$ cat src/rtl/pc_seq_pkg.sv
// rtl/pc_seq_pkg.sv - shared FSM state and next-pc select encodings for pc_seq
package pc_seq_pkg;

    typedef enum logic [1:0] {
        ST_BOOT = 2'd0,
        ST_RUN  = 2'd1,
        ST_HOLD = 2'd2
    } state_e;

    // Ordered lowest to highest priority; rst sits above all of these.
    typedef enum logic [2:0] {
        SEL_ADV  = 3'd0,
        SEL_HOLD = 3'd1,
        SEL_RET  = 3'd2,
        SEL_JUMP = 3'd3,
        SEL_TRAP = 3'd4
    } sel_e;

    function automatic logic is_redirect(input sel_e s);
        return (s == SEL_TRAP) || (s == SEL_JUMP) || (s == SEL_RET);
    endfunction

endpackage

$ cat src/rtl/pc_ras.sv
// rtl/pc_ras.sv - circular return-address stack; a push while full overwrites the oldest entry
module pc_ras #(
    parameter int unsigned W     = 32,
    parameter int unsigned DEPTH = 4
) (
    input  logic                         clk,
    input  logic                         rst,
    input  logic                         i_push,
    input  logic                         i_pop,
    input  logic [W-1:0]                 i_data,
    output logic [W-1:0]                 o_top,
    output logic [$clog2(DEPTH+1)-1:0]   o_count
);
    localparam int unsigned PW = $clog2(DEPTH);
    localparam int unsigned CW = $clog2(DEPTH+1);

    logic [W-1:0]  r_mem [DEPTH];
    logic [PW-1:0] r_ptr;
    logic [CW-1:0] r_count;
    logic [PW-1:0] w_top_idx;
    logic          w_empty;
    logic          w_full;

    assign w_top_idx = r_ptr - PW'(1);
    assign w_empty   = (r_count == '0);
    assign w_full    = (r_count == CW'(DEPTH));
    assign o_top     = r_mem[w_top_idx];
    assign o_count   = r_count;

    always_ff @(posedge clk) begin
        if (rst) begin
            r_ptr   <= '0;
            r_count <= '0;
        end else if (i_push && i_pop && !w_empty) begin
            r_mem[w_top_idx] <= i_data;
        end else if (i_push) begin
            // When full, r_ptr already points at the oldest slot.
            r_mem[r_ptr] <= i_data;
            r_ptr        <= r_ptr + PW'(1);
            if (!w_full) begin
                r_count <= r_count + CW'(1);
            end
        end else if (i_pop && !w_empty) begin
            r_ptr   <= w_top_idx;
            r_count <= r_count - CW'(1);
        end
    end

endmodule

$ cat src/rtl/pc_seq.sv
// rtl/pc_seq.sv - fetch program-counter sequencer; return-address stack built in with PC_SEQ_RAS_EN
module pc_seq
    import pc_seq_pkg::*;
#(
    parameter int unsigned          ADDR_W     = 32,
    parameter logic [ADDR_W-1:0]    RESET_ADDR = '0,
    parameter int unsigned          STEP       = 4,
    parameter int unsigned          RAS_DEPTH  = 4
) (
    input  logic                clk,
    input  logic                rst,
    input  logic                jump,
    input  logic [ADDR_W-1:0]   jump_addr,
    input  logic                trap,
    input  logic [ADDR_W-1:0]   trap_addr,
    input  logic                hold,
    input  logic                call,
    input  logic                ret,
    input  logic                fetch_ready,
    output logic                fetch_valid,
    output logic [ADDR_W-1:0]   pc_o,
    output logic                ras_miss,
    output logic                misalign
);
    localparam logic [ADDR_W-1:0] STEP_W   = ADDR_W'(STEP);
    localparam logic [ADDR_W-1:0] LOW_MASK = STEP_W - ADDR_W'(1);

    state_e              r_state;
    logic [ADDR_W-1:0]   r_pc;
    logic                r_fetch_valid;
    logic                r_ras_miss;
    logic                r_misalign;
    sel_e                w_sel;
    logic [ADDR_W-1:0]   w_target;
    logic [ADDR_W-1:0]   w_ret_target;
    logic                w_ret_miss;

`ifdef PC_SEQ_RAS_EN
    logic                           w_push;
    logic                           w_pop;
    logic [ADDR_W-1:0]              w_ras_top;
    logic [$clog2(RAS_DEPTH+1)-1:0] w_ras_count;

    assign w_push = call & jump & ~trap;
    assign w_pop  = ret & ~trap;

    pc_ras #(
        .W     (ADDR_W),
        .DEPTH (RAS_DEPTH)
    ) u_ras (
        .clk     (clk),
        .rst     (rst),
        .i_push  (w_push),
        .i_pop   (w_pop),
        .i_data  (r_pc + STEP_W),
        .o_top   (w_ras_top),
        .o_count (w_ras_count)
    );

    assign w_ret_miss   = (w_ras_count == '0);
    assign w_ret_target = w_ret_miss ? jump_addr : w_ras_top;
`else
    logic w_unused_call;

    assign w_unused_call = call;
    assign w_ret_miss    = 1'b0;
    assign w_ret_target  = jump_addr;
`endif

    always_comb begin
        w_sel    = SEL_ADV;
        w_target = jump_addr;
        if (trap) begin
            w_sel    = SEL_TRAP;
            w_target = trap_addr;
        end else if (jump) begin
            w_sel    = SEL_JUMP;
        end else if (ret) begin
            w_sel    = SEL_RET;
            w_target = w_ret_target;
        end else if (hold) begin
            w_sel    = SEL_HOLD;
        end
    end

    always_ff @(posedge clk) begin
        if (rst) begin
            r_state       <= ST_BOOT;
            r_pc          <= RESET_ADDR;
            r_fetch_valid <= 1'b0;
            r_ras_miss    <= 1'b0;
            r_misalign    <= 1'b0;
        end else begin
            r_ras_miss <= 1'b0;
            r_misalign <= 1'b0;

            case (r_state)
                ST_BOOT: begin
                    r_state       <= ST_RUN;
                    r_fetch_valid <= 1'b1;
                end
                ST_RUN: begin
                    if (hold) begin
                        r_state       <= ST_HOLD;
                        r_fetch_valid <= 1'b0;
                    end
                end
                ST_HOLD: begin
                    if (!hold) begin
                        r_state       <= ST_RUN;
                        r_fetch_valid <= 1'b1;
                    end
                end
                default: begin
                    r_state       <= ST_BOOT;
                    r_fetch_valid <= 1'b0;
                end
            endcase

            // Redirects win over hold/backpressure; the pending request is dropped.
            if (is_redirect(w_sel)) begin
                r_pc       <= w_target & ~LOW_MASK;
                r_misalign <= |(w_target & LOW_MASK);
                r_ras_miss <= (w_sel == SEL_RET) & w_ret_miss;
            end else if (w_sel == SEL_ADV && r_fetch_valid && fetch_ready) begin
                r_pc <= r_pc + STEP_W;
            end
        end
    end

    assign fetch_valid = r_fetch_valid;
    assign pc_o        = r_pc;
    assign ras_miss    = r_ras_miss;
    assign misalign    = r_misalign;

endmodule

$ cat config.mk
export PLATFORM = sky130hd
export DESIGN_NAME = pc_seq
export DESIGN_NICKNAME = d
export VERILOG_FILES = /design/src/rtl/pc_seq_pkg.sv /design/src/rtl/pc_ras.sv /design/src/rtl/pc_seq.sv
export SDC_FILE = /design/constraint.sdc
export NUM_CORES = 1
export LEC_CHECK = 0
export CAP_MARGIN = 40
export CORE_ASPECT_RATIO = 0.8
export CORE_MARGIN = 1.5
export CORE_UTILIZATION = 44
export DETAILED_ROUTE_END_ITERATION = 7
export GPL_TIMING_DRIVEN = 0
export PLACE_DENSITY = 0.89
export SYNTH_ARGS = -nofsm -noshare
export SYNTH_HDL_FRONTEND = slang
export SYNTH_HIERARCHICAL = 1
export SYNTH_SLANG_ARGS = --single-unit
export TNS_END_PERCENT = 10
$ cat constraint.sdc
create_clock -name clk -period 3.73 [get_ports clk]
set_input_delay 0.746 -clock clk [delete_from_list [all_inputs] [get_ports clk]]
set_output_delay 0.746 -clock clk [all_outputs]
set_load 0.05 [all_outputs]
After elaboration in Yosys (flattened, before gate mapping)
Cells that the tools add are included.
{"block": "word_totals", "ff_bits": 36, "in_bits": 72, "out_inout_bits": 35, "word_cells": 38}
{"block": "op_classes", "add_sub_neg": 1, "n_eq_ne": 7, "mux": 13, "n_bitwise": 1, "n_reduce_logical": 11}
{"cell": "32-bit 2-to-1 mux", "n": 3}
{"cell": "32-bit by 3-bit adder with 32-bit output (second input constant)", "n": 1}
{"cell": "2-bit 2-to-1 mux", "n": 4}
{"cell": "3-bit by 2-bit == test with 1-bit output (second input constant)", "n": 2}
{"cell": "2-bit case mux with 3 select lines", "n": 1}
{"cell": "2-bit OR reduction", "n": 3}
{"cell": "2-bit inequality test (second input constant)", "n": 2}
{"cell": "3-bit == test (second input constant)", "n": 1}
{"cell": "3-bit zero test", "n": 1}
{"cell": "1-bit 2-to-1 mux", "n": 3}
{"cell": "3-bit 2-to-1 mux", "n": 1}
{"cell": "1-bit case mux with 3 select lines", "n": 1}
{"cell": "2-bit by 1-bit == test with 1-bit output (second input constant)", "n": 1}
{"cell": "2-bit == test (second input constant)", "n": 1}
{"cell": "1-bit logical AND", "n": 2}
{"cell": "2-bit zero test", "n": 1}
{"cell": "1-bit logical OR", "n": 2}
{"cell": "2-bit AND reduction", "n": 1}
{"cell": "2-bit nonzero test", "n": 1}
{"cell": "1-bit NOT", "n": 1}

Logic depth before layout (Yosys ltp)
Gate-level depths: netlist (run 1).
{"block": "logic_depth", "word_depth": 9, "mapped_depth": 6, "ltp_nobuf": 6}

Worst setup path before layout (run 1)
No wires, ideal clock.
{"block": "synth_timing", "kind": "register to register", "startpoint": "register r_pc[2] (netlist: pc_o[2])", "endpoint": "register r_pc[26] (netlist: pc_o[26])", "setup_ps": 86, "arrival_ps": 1976, "t_required_ps": 3644, "setup_slack_ps": 1669, "path_stages_with_launch": 7, "path_buffers": 0, "synth_period_minus_slack_ps": 2061, "path_cell_list": "dfxtp_1 > ha_1 > nand3_1 > nor3_1 > nand4_1 > xor2_1 > a211oi_1"}
{"block": "synth_via", "elab_chain_len": 3}
{"element": "from (decl)", "line_no": "pc_seq.sv:29", "rtl": "logic [ADDR_W-1:0] r_pc;"}
{"element": "from (signal assigned)", "line_no": "pc_seq.sv:122", "rtl": "r_pc <= w_target & ~LOW_MASK;"}
{"element": "from (signal assigned)", "line_no": "pc_seq.sv:126", "rtl": "r_pc <= r_pc + STEP_W;"}
{"element": "32-bit by 3-bit adder with 32-bit output", "line_no": "pc_seq.sv:126"}
{"element": "32-bit 2-to-1 mux", "line_no": "pc_seq.sv:125", "rtl": "end else if (w_sel == SEL_ADV && r_fetch_valid && fetch_ready) begin"}
{"element": "32-bit 2-to-1 mux", "line_no": "pc_seq.sv:121", "rtl": "if (is_redirect(w_sel)) begin"}
Every way passes these cells. The select of a mux whose other input is x is not followed.
A chain may end at the register's enable or synchronous reset.

Worst setup path in the final report (run 1)
{"block": "layout_timing", "startpoint": "input port trap", "endpoint": "register r_pc[13] (netlist: pc_o[13])"}
{"block": "layout_via", "elab_chain_len": 5, "word_cells_on_any_way": 12, "classes_between": "eq/ne (3); mux (3); reduce/logical (6)"}
{"element": "from (decl)", "line_no": "pc_seq.sv:14", "rtl": "input logic trap,"}
{"element": "3-bit 2-to-1 mux", "line_no": "pc_seq.sv:73", "rtl": "if (trap) begin"}
{"element": "3-bit == test (tied with other cells)", "line_no": "pc_seq_pkg.sv:20", "rtl": "return (s == SEL_TRAP) || (s == SEL_JUMP) || (s == SEL_RET);"}
{"element": "1-bit logical OR or 1-bit logical AND (tied branches) (2 in series)", "line_no": "pc_seq_pkg.sv:20, pc_seq.sv:125"}
{"element": "32-bit 2-to-1 mux or 2-bit nonzero test (tied branches)"}
Several ways; a longest one is shown, not always the timed one.

==> metrics.md, run 1 <==
| Metric | Value |
|---|---|
| R2r worst-path depth | `6` |
| Synth top area share | `0.303` |
| FF+latch count, synth | `33` |
| First-pass GRT wire length | `11.2 mm` |
| WHS Path Cells | `2` |
| Grt ovf | `0` |
| Area contributors post-synth | `dfxtp_1 (30%), a211oi_1 (9.6%), xor2_1 (8.0%), a21oi_1 (3.7%), nor2_1 (3.6%)` |
| Setup TNS | `0 ps` |
| # fillers | `348` |
| Arr. time, crit path | `2700 ps` |
| Setup CP Type | `primary input to flip-flop` |
| Synth cell types | `46` |
| Async SR Flop Fraction | `0` |
| CP endpoint kind | `flip-flop` |
| Internal power | `0.751 mW` |
| # diodes | `0` |
| Simple-gate portion of the synthesized area | `0.311` |
| Worst vdd ir | `0.250 mV` |
| Final setup margin | `1200 ps` |
| Avg Cell Area, Syn | `8.08 sq um` |
| Critical Path Fanout Max | `10` |
| Post_cts resized | `0` |
| Post-route ant nets | `0` |
| Reg-to-Reg Start | `pc_o[3]$_SDFFE_PP0P_` |
| FF-to-FF End | `pc_o[30]$_SDFFE_PP0P_` |
| Routed vias | `2563` |
| HP Start | `r_state[1]$_SDFFE_PP0P_` |
| Num CTS Buffers | `5` |
| Xor and xnor area share after synthesis | `0.100` |
| Final wirelength | `7.28 mm` |
| Core Footprint | `4680 sq um` |
| Post-synthesis compound-gate area fraction | `0.204` |
| Multiplexer area fraction after synthesis | `0.0183` |
| Worst Hold Class | `flip-flop to flip-flop` |
| Largest family of logic cells by synthesized area | `simple AND/OR/NAND/NOR gates` |
| Rows | `22` |
| Number of global-route vias before repair | `2379` |
| Wirelength per Cell | `16.5 um` |
| Final period util | `0.677` |
| Switching power share of the total | `0.321` |
| Setup-failing EPs final | `0` |
| Cts hold-fix bufs | `0` |
| H-tree depth | `2` |
| Final hold vios | `0` |
| RePlAce Congestion | `0.891` |
| Final min period | `2530 ps` |
| Post-DP HPWL | `5.43 mm` |
| Hold path endpoint | `r_state[1]$_SDFFE_PP0P_` |
| Pwr/cell area | `326 nW/um^2` |
| Register area share after synthesis | `0.303` |
| Combinational power share | `0.305` |
| Final Core Density | `0.725` |
| Seq pwr share | `0.372` |
| 1st-pass router iterations | `5` |
| Clk_lat worst skew | `290 ps` |
| MaxCap Viol Count | `0` |
| Synth Warn # | `6` |
| Chip Width | `81.7 um` |
| Clock network fraction of total power | `0.323` |
| Worst Skew | `12.3 ps` |
| Adder-cell share of the synthesized area | `0.0103` |
| EDFF count, synth | `0` |
| Relative slew margins | `0.613` |
| Mapped Area | `2180 sq um` |
| Die ar. | `5390 sq um` |
| First DRT Iteration DRCs | `211` |
| Final Max Tran Viols | `0` |
| Die height | `66.0 um` |
| Most used DFF post-synth | `dfxtp_1` |
| CP required | `3900 ps` |
| Layout cells sized above 1 | `0.0604` |
| WHS | `535 ps` |
| CTS Root Buffer Type | `clkbuf_8` |
| Antenna violations before repair | `0` |
| Area Overhead vs Synth | `55.4%` |
| Outcome | `finished, final reports clean` |
| Highest Clock Rate | `396 MHz` |
| I/O Pins | `107` |
| Total global-route track usage | `0.272` |
| Post-DR vias/cell | `5.81` |
| Clock buffer depth | `2` |
| Port bufs | `101` |
| Remaining DRCs | `0` |
| P_sw | `0.355 mW` |
| Worst-path clk slew | `70 ps` |
| Synthesized instance count | `270` |
| Fin nets | `453` |
| Largest net degree at the start of global routing | `11` |
| Final Power | `1.11 mW` |
| Sinks on Clock Net | `33` |
| Post-CTS Setup Bufs | `0` |
| Initial core utilization | `0.466` |
| Largest area contributor in the netlist | `dfxtp_1` |
| RSZ-0062 raised after global routing | `false` |
| Worst Setup Start Kind | `primary input` |
| Worst-Margin Slew | `581 ps` |
| Dpl ws | `888 ps` |
| TritonCTS clock tree | `done` |
| Reg2Reg Setup Slack | `1620 ps` |
| Leak Pwr | `1.18 nW` |
==> worst max path at each step <==
stage / slack [ps] / to / startpoint
2_1_floorplan: 1670 / pc_o[26]$_SDFFE_PP0P_ / pc_o[2]$_SDFFE_PP0P_
3_3_place_gp: 970 / pc_o[13]$_SDFFE_PP0P_ / trap
3_5_place_dp: 890 / pc_o[13]$_SDFFE_PP0P_ / trap
4_1_cts: 1190 / pc_o[13]$_SDFFE_PP0P_ / trap
5_1_grt: 980 / pc_o[13]$_SDFFE_PP0P_ / trap
6_report: 1200 / pc_o[13]$_SDFFE_PP0P_ / trap
==> critical path: stages <==
cell and delay [ps]:
clkdlybuf4s50_1 590, clkbuf_1 430, clkbuf_1 480, nor3b_1 120
a221oi_1 260, nor2_1 70
==> sequential cells by signal (all words and copies together) (netlist names) <==
signal       flops
fetch_valid      1
misalign         1
pc_o            30
r_state          1
==> area by class of cell <==
cell class                      count  area, sq um  area share
Multi-Input combinational cell    214         1420       0.418
Clock buffer                        7         86.3      0.0255
Inverter                            3         11.3     0.00332
Timing Repair Buffer              101         1010       0.298
Buffer                             22          100      0.0295
Sequential cell                    33          661       0.195
Clock inverter                      1         30.0     0.00885
Tap cell                           60         75.1      0.0221
==> power groups by stage <==
stage          combinational (mW)  sequential [mW]  clock (mW)
2_1_floorplan               0.101            0.499           0
3_3_place_gp                0.330            0.417           0
3_5_place_dp                0.334            0.418           0
4_1_cts                     0.337            0.411       0.353
5_1_grt                     0.357            0.414       0.370
6_report                    0.337            0.412       0.357
==> layer usage <==
| metal | global-route usage | up-vias | wire (um) |
|---|---|---|---|
| met5 | 0 | - | 0 |
| met2 | 0.442 | 147 | 3380 |
| li1 | - | 1209 | - |
| met4 | 0.0763 | 0 | 123 |
| met1 | 0.356 | 1188 | 3090 |
| met3 | 0.0662 | 19 | 685 |
==> synth_stat cells (3+ instances only) <==
cell type   n
and4_1      5
nor4_1      3
xor2_1     20
or3_1       3
nand2_1    16
nand4_1    12
nor2b_1    12
inv_1       3
xnor2_1     5
o21ai_0     5
nor2_1     21
clkbuf_1   14
nand3_1    10
and2_1      5
o22ai_1     3
a21oi_1    16
dfxtp_1    33
buf_4       4
nor3b_1     7
mux2i_1     4
a211o_1     3
nand2b_1    4
a211oi_1   28
and3_1      3
==> cell usage in the layout (no fill, tap or decap), types with 2 or more instances in the layout <==
cell type,count
mux2i_1,4
and4_1,5
and4_4,2
o221ai_1,2
o21ai_0,5
and3_1,3
a2bb2oi_1,2
dfxtp_1,33
buf_2,2
or3_1,3
nand2_1,16
conb_1,3
clkbuf_8,6
nor3b_1,7
nor3_2,2
nand3_1,10
xnor2_1,5
buf_1,2
nor3_1,2
a21oi_1,16
o22ai_1,3
clkbuf_1,15
and2_1,5
nand2b_1,4
nand4_1,12
buf_4,4
nor2b_1,12
nor2_1,21
clkdlybuf4s50_1,101
a211o_1,3
xor2_1,20
a311oi_1,2
a211oi_1,28
inv_1,3
nor4_2,2
nor4_1,3
==> kinds of logic (layout without fill, tap and decap cells) <==
group | Yosys count | count (layout)
AO/OA/AOI/OAI | 65 | 65
XOR/XNOR | 25 | 25
adder cells (fa/ha/maj) | 2 | 2
buffers and inverters | 25 | 134
flip-flops | 33 | 33
multiplexers | 4 | 4
other | 1 | 3
AND/OR/NAND/NOR | 115 | 115
==> per-stage QoR <==
step,instances,cell area [sq um]
2_1_floorplan,272,2190
3_3_place_gp,433,3280
3_5_place_dp,433,3280
4_1_cts,441,3390
5_1_grt,441,3390
6_report,441,3390
Note: power is estimated with default switching activity, not from simulation.
==> run 2: changes to the inputs <==
--- a/config.mk
+++ b/config.mk
@@ -8,10 +8,10 @@
 export CAP_MARGIN = 40
 export CORE_ASPECT_RATIO = 0.8
 export CORE_MARGIN = 1.5
-export CORE_UTILIZATION = 44
+export CORE_UTILIZATION = 37
 export DETAILED_ROUTE_END_ITERATION = 7
 export GPL_TIMING_DRIVEN = 0
-export PLACE_DENSITY = 0.89
+export PLACE_DENSITY = 0.8
 export SYNTH_ARGS = -nofsm -noshare
 export SYNTH_HDL_FRONTEND = slang
 export SYNTH_HIERARCHICAL = 1
==> constraint.sdc (replaced) <==
create_clock -name clk -period 2.2 [get_ports clk]
set_input_delay 0.44 -clock clk [delete_from_list [all_inputs] [get_ports clk]]
set_output_delay 0.44 -clock clk [all_outputs]
set_load 0.05 [all_outputs]
==> run 2 against run 1 <==
- sequential power up 70%
- setup slack worse by 1100 ps
- critical path type unchanged
- clock power up 28%
- critical path depth unchanged
- die area up 18%
- critical endpoint is now pc_o[21]$_SDFFE_PP0P_
- sequential share of layout area about the same
==> metrics.md, run 2 (synthesis results as in run 1) <==
| Metric | Value |
|---|---|
| HP Start | `r_state[1]$_SDFFE_PP0P_` |
| Routed vias | `2470` |
| Rows | `24` |
| Final hold vios | `0` |
| Number of flip-flops in the largest register | `30` |
| Crit-path cells | `clkdlybuf4s50_1 -> clkbuf_2 -> clkbuf_1 -> nor3b_1 -> a21oi_1 -> a21oi_1` |
| Critical Path Fanout Max | `10` |
| Number of global-route vias before repair | `2447` |
| Post-route ant nets | `0` |
| WP buf/inv | `3` |
| Remaining DRCs | `0` |
| Largest net degree at the start of global routing | `11` |
| Outcome | `finished, final reports clean` |
| CP required | `2360 ps` |
| Clock buffer depth | `2` |
| Worst vdd ir | `0.306 mV` |
| CP most frequent cell | `a21oi_1` |
| TritonCTS clock tree | `done` |
| CP Launch Point | `trap` |
| CP endpoint kind | `flip-flop` |
| Port bufs | `101` |
| H-tree depth | `2` |
| Reg2Reg Setup Slack | `280 ps` |
| CP delay by family, top | `buffers and inverters` |
| # diodes | `0` |
| Leak Pwr | `1.19 nW` |
| Worst-path clk slew | `70 ps` |
| Initial core utilization | `0.393` |
| Slowest cell on crit path | `clkdlybuf4s50_1` |
| Placed Instances | `451` |
| Die height | `71.7 um` |
| Total global-route track usage | `0.249` |
| Highest Clock Rate | `473 MHz` |
| Setup-failing EPs final | `0` |
| Post-DR vias/cell | `5.38` |
| Reg-to-Reg Start | `pc_o[2]$_SDFFE_PP0P_` |
| Final Max Tran Viols | `0` |
| Setup CP Type | `primary input to flip-flop` |
| Final min period | `2110 ps` |
| Relative slew margins | `0.629` |
| Worst stage delay on the critical path | `610 ps` |
| I/O Pins | `107` |
| Chip Width | `88.9 um` |
| First-pass GRT wire length | `11.9 mm` |
| Sinks on Clock Net | `33` |
| Worst Skew | `7.61 ps` |
| Core Footprint | `5560 sq um` |
| RSZ-0062 raised after global routing | `true` |
| First DRT Iteration DRCs | `224` |
| Worst-Margin Slew | `557 ps` |
| RePlAce Congestion | `0.910` |
| Post-Layout Cell Count | `459` |
| Fin nets | `453` |
| Num CTS Buffers | `5` |
| 1st-pass router iterations | `4` |
| Worst Setup Start Kind | `primary input` |
| Grt ovf | `0` |
| Final period util | `0.961` |
| Wirelength per Cell | `16.7 um` |
| Final Core Density | `0.611` |
| Clk_lat worst skew | `300 ps` |
| Pwr/cell area | `509 nW/um^2` |
| Cts hold-fix bufs | `0` |
| Area after DPL | `3300 sq um` |
| WHS | `539 ps` |
| Post-DP HPWL | `5.80 mm` |
| Layout cells sized above 1 | `0.0735` |
| CTS Root Buffer Type | `clkbuf_8` |
| Commonest cells after routing, fill and taps aside | `clkdlybuf4s50_1 (101), dfxtp_1 (33), a211oi_1 (28)` |
| Final wirelength | `7.64 mm` |
| Worst Hold Class | `flip-flop to flip-flop` |
| Commonest non-fill, non-tap cell in the layout | `clkdlybuf4s50_1` |
| Die ar. | `6370 sq um` |
| Antenna violations before repair | `0` |
| MaxCap Viol Count | `0` |
| Arr. time, crit path | `2270 ps` |
| Post-route design area | `3400 sq um` |
| Area Overhead vs Synth | `55.7%` |
run 2: changes by cell type in the layout (fill, tap and decap cells not counted):
| cell | previous run | this run |
|---|---|---|
| clkinv_2 | 0 | 2 |
| clkbuf_2 | 0 | 4 |
| clkbuf_1 | 15 | 12 |
| nor3_4 | 0 | 1 |
| nor3_1 | 2 | 1 |
| buf_1 | 2 | 1 |
| clkbuf_8 | 6 | 5 |
| bufinv_16 | 1 | 0 |
run 2: final timing paths:
| kind | to | depth (start not counted) |
|---|---|---|
| worst max-delay path | pc_o[21]$_SDFFE_PP0P_ | 6 |
| worst min-delay path | r_state[1]$_SDFFE_PP0P_ | 2 |
| worst max register to register | pc_o[14]$_SDFFE_PP0P_ | 6 |
| worst min register to register | r_state[1]$_SDFFE_PP0P_ | 2 |
run 2: layout make-up:
type                       instances  area (sq um)
clock inverter                     2          10.0
clock buffer                       6          72.6
tap                               78          97.6
inverter                           3          11.3
buffer                            22           105
sequential                        33           661
multi-input combinational        214          1430
fill                             499          2160
timing repair buffer             101          1010
run 2: stage by stage:
stage / power [mW] / TNS [ps] / worst slack (ps)
detailed placement: 1.28 / -8790 / -378
global route: 1.81 / -22.1 / -12.8
CTS: 1.73 / 0 / 71.2
floorplan: 1.02 / 0 / 139
finish: 1.73 / 0 / 86.0
global placement: 1.27 / -7540 / -330
run 2: report_power, final:
part	switching [mW]	internal [mW]	leakage, nW
Combinational	0.312	0.262	0.873
Sequential	0.0569	0.642	0.274
Clock	0.239	0.219	0.0450
run 2: routing by layer:
| layer | GRT usage | wire length [um] | vias to the layer above |
|---|---|---|---|
| li1 | - | - | 1217 |
| met1 | 0.320 | 3350 | 1140 |
| met2 | 0.394 | 3560 | 107 |
| met3 | 0.0795 | 682 | 6 |
| met4 | 0.0781 | 57 | 0 |
| met5 | 0 | 0 | - |
run 2: timing repair:
item	4_1_cts	5_1_grt
gates resized for setup	2	5
setup endpoints to repair	15	15
buffers inserted	0	0
gates cloned	0	0
run 2: tightest hold or removal path: stages, from the launching register on:
cell     delay, ps
dfxtp_1        320
xnor2_1        130
nor3b_1         40
==> run 3: changes to the inputs <==
--- a/config.mk
+++ b/config.mk
@@ -12,6 +12,7 @@
 export DETAILED_ROUTE_END_ITERATION = 7
 export GPL_TIMING_DRIVEN = 0
 export PLACE_DENSITY = 0.8
+export SLEW_MARGIN = 30
 export SYNTH_ARGS = -nofsm -noshare
 export SYNTH_HDL_FRONTEND = slang
 export SYNTH_HIERARCHICAL = 1
==> results of run 3 <==
Final layout, timing and power as in run 2 (identical DEF).
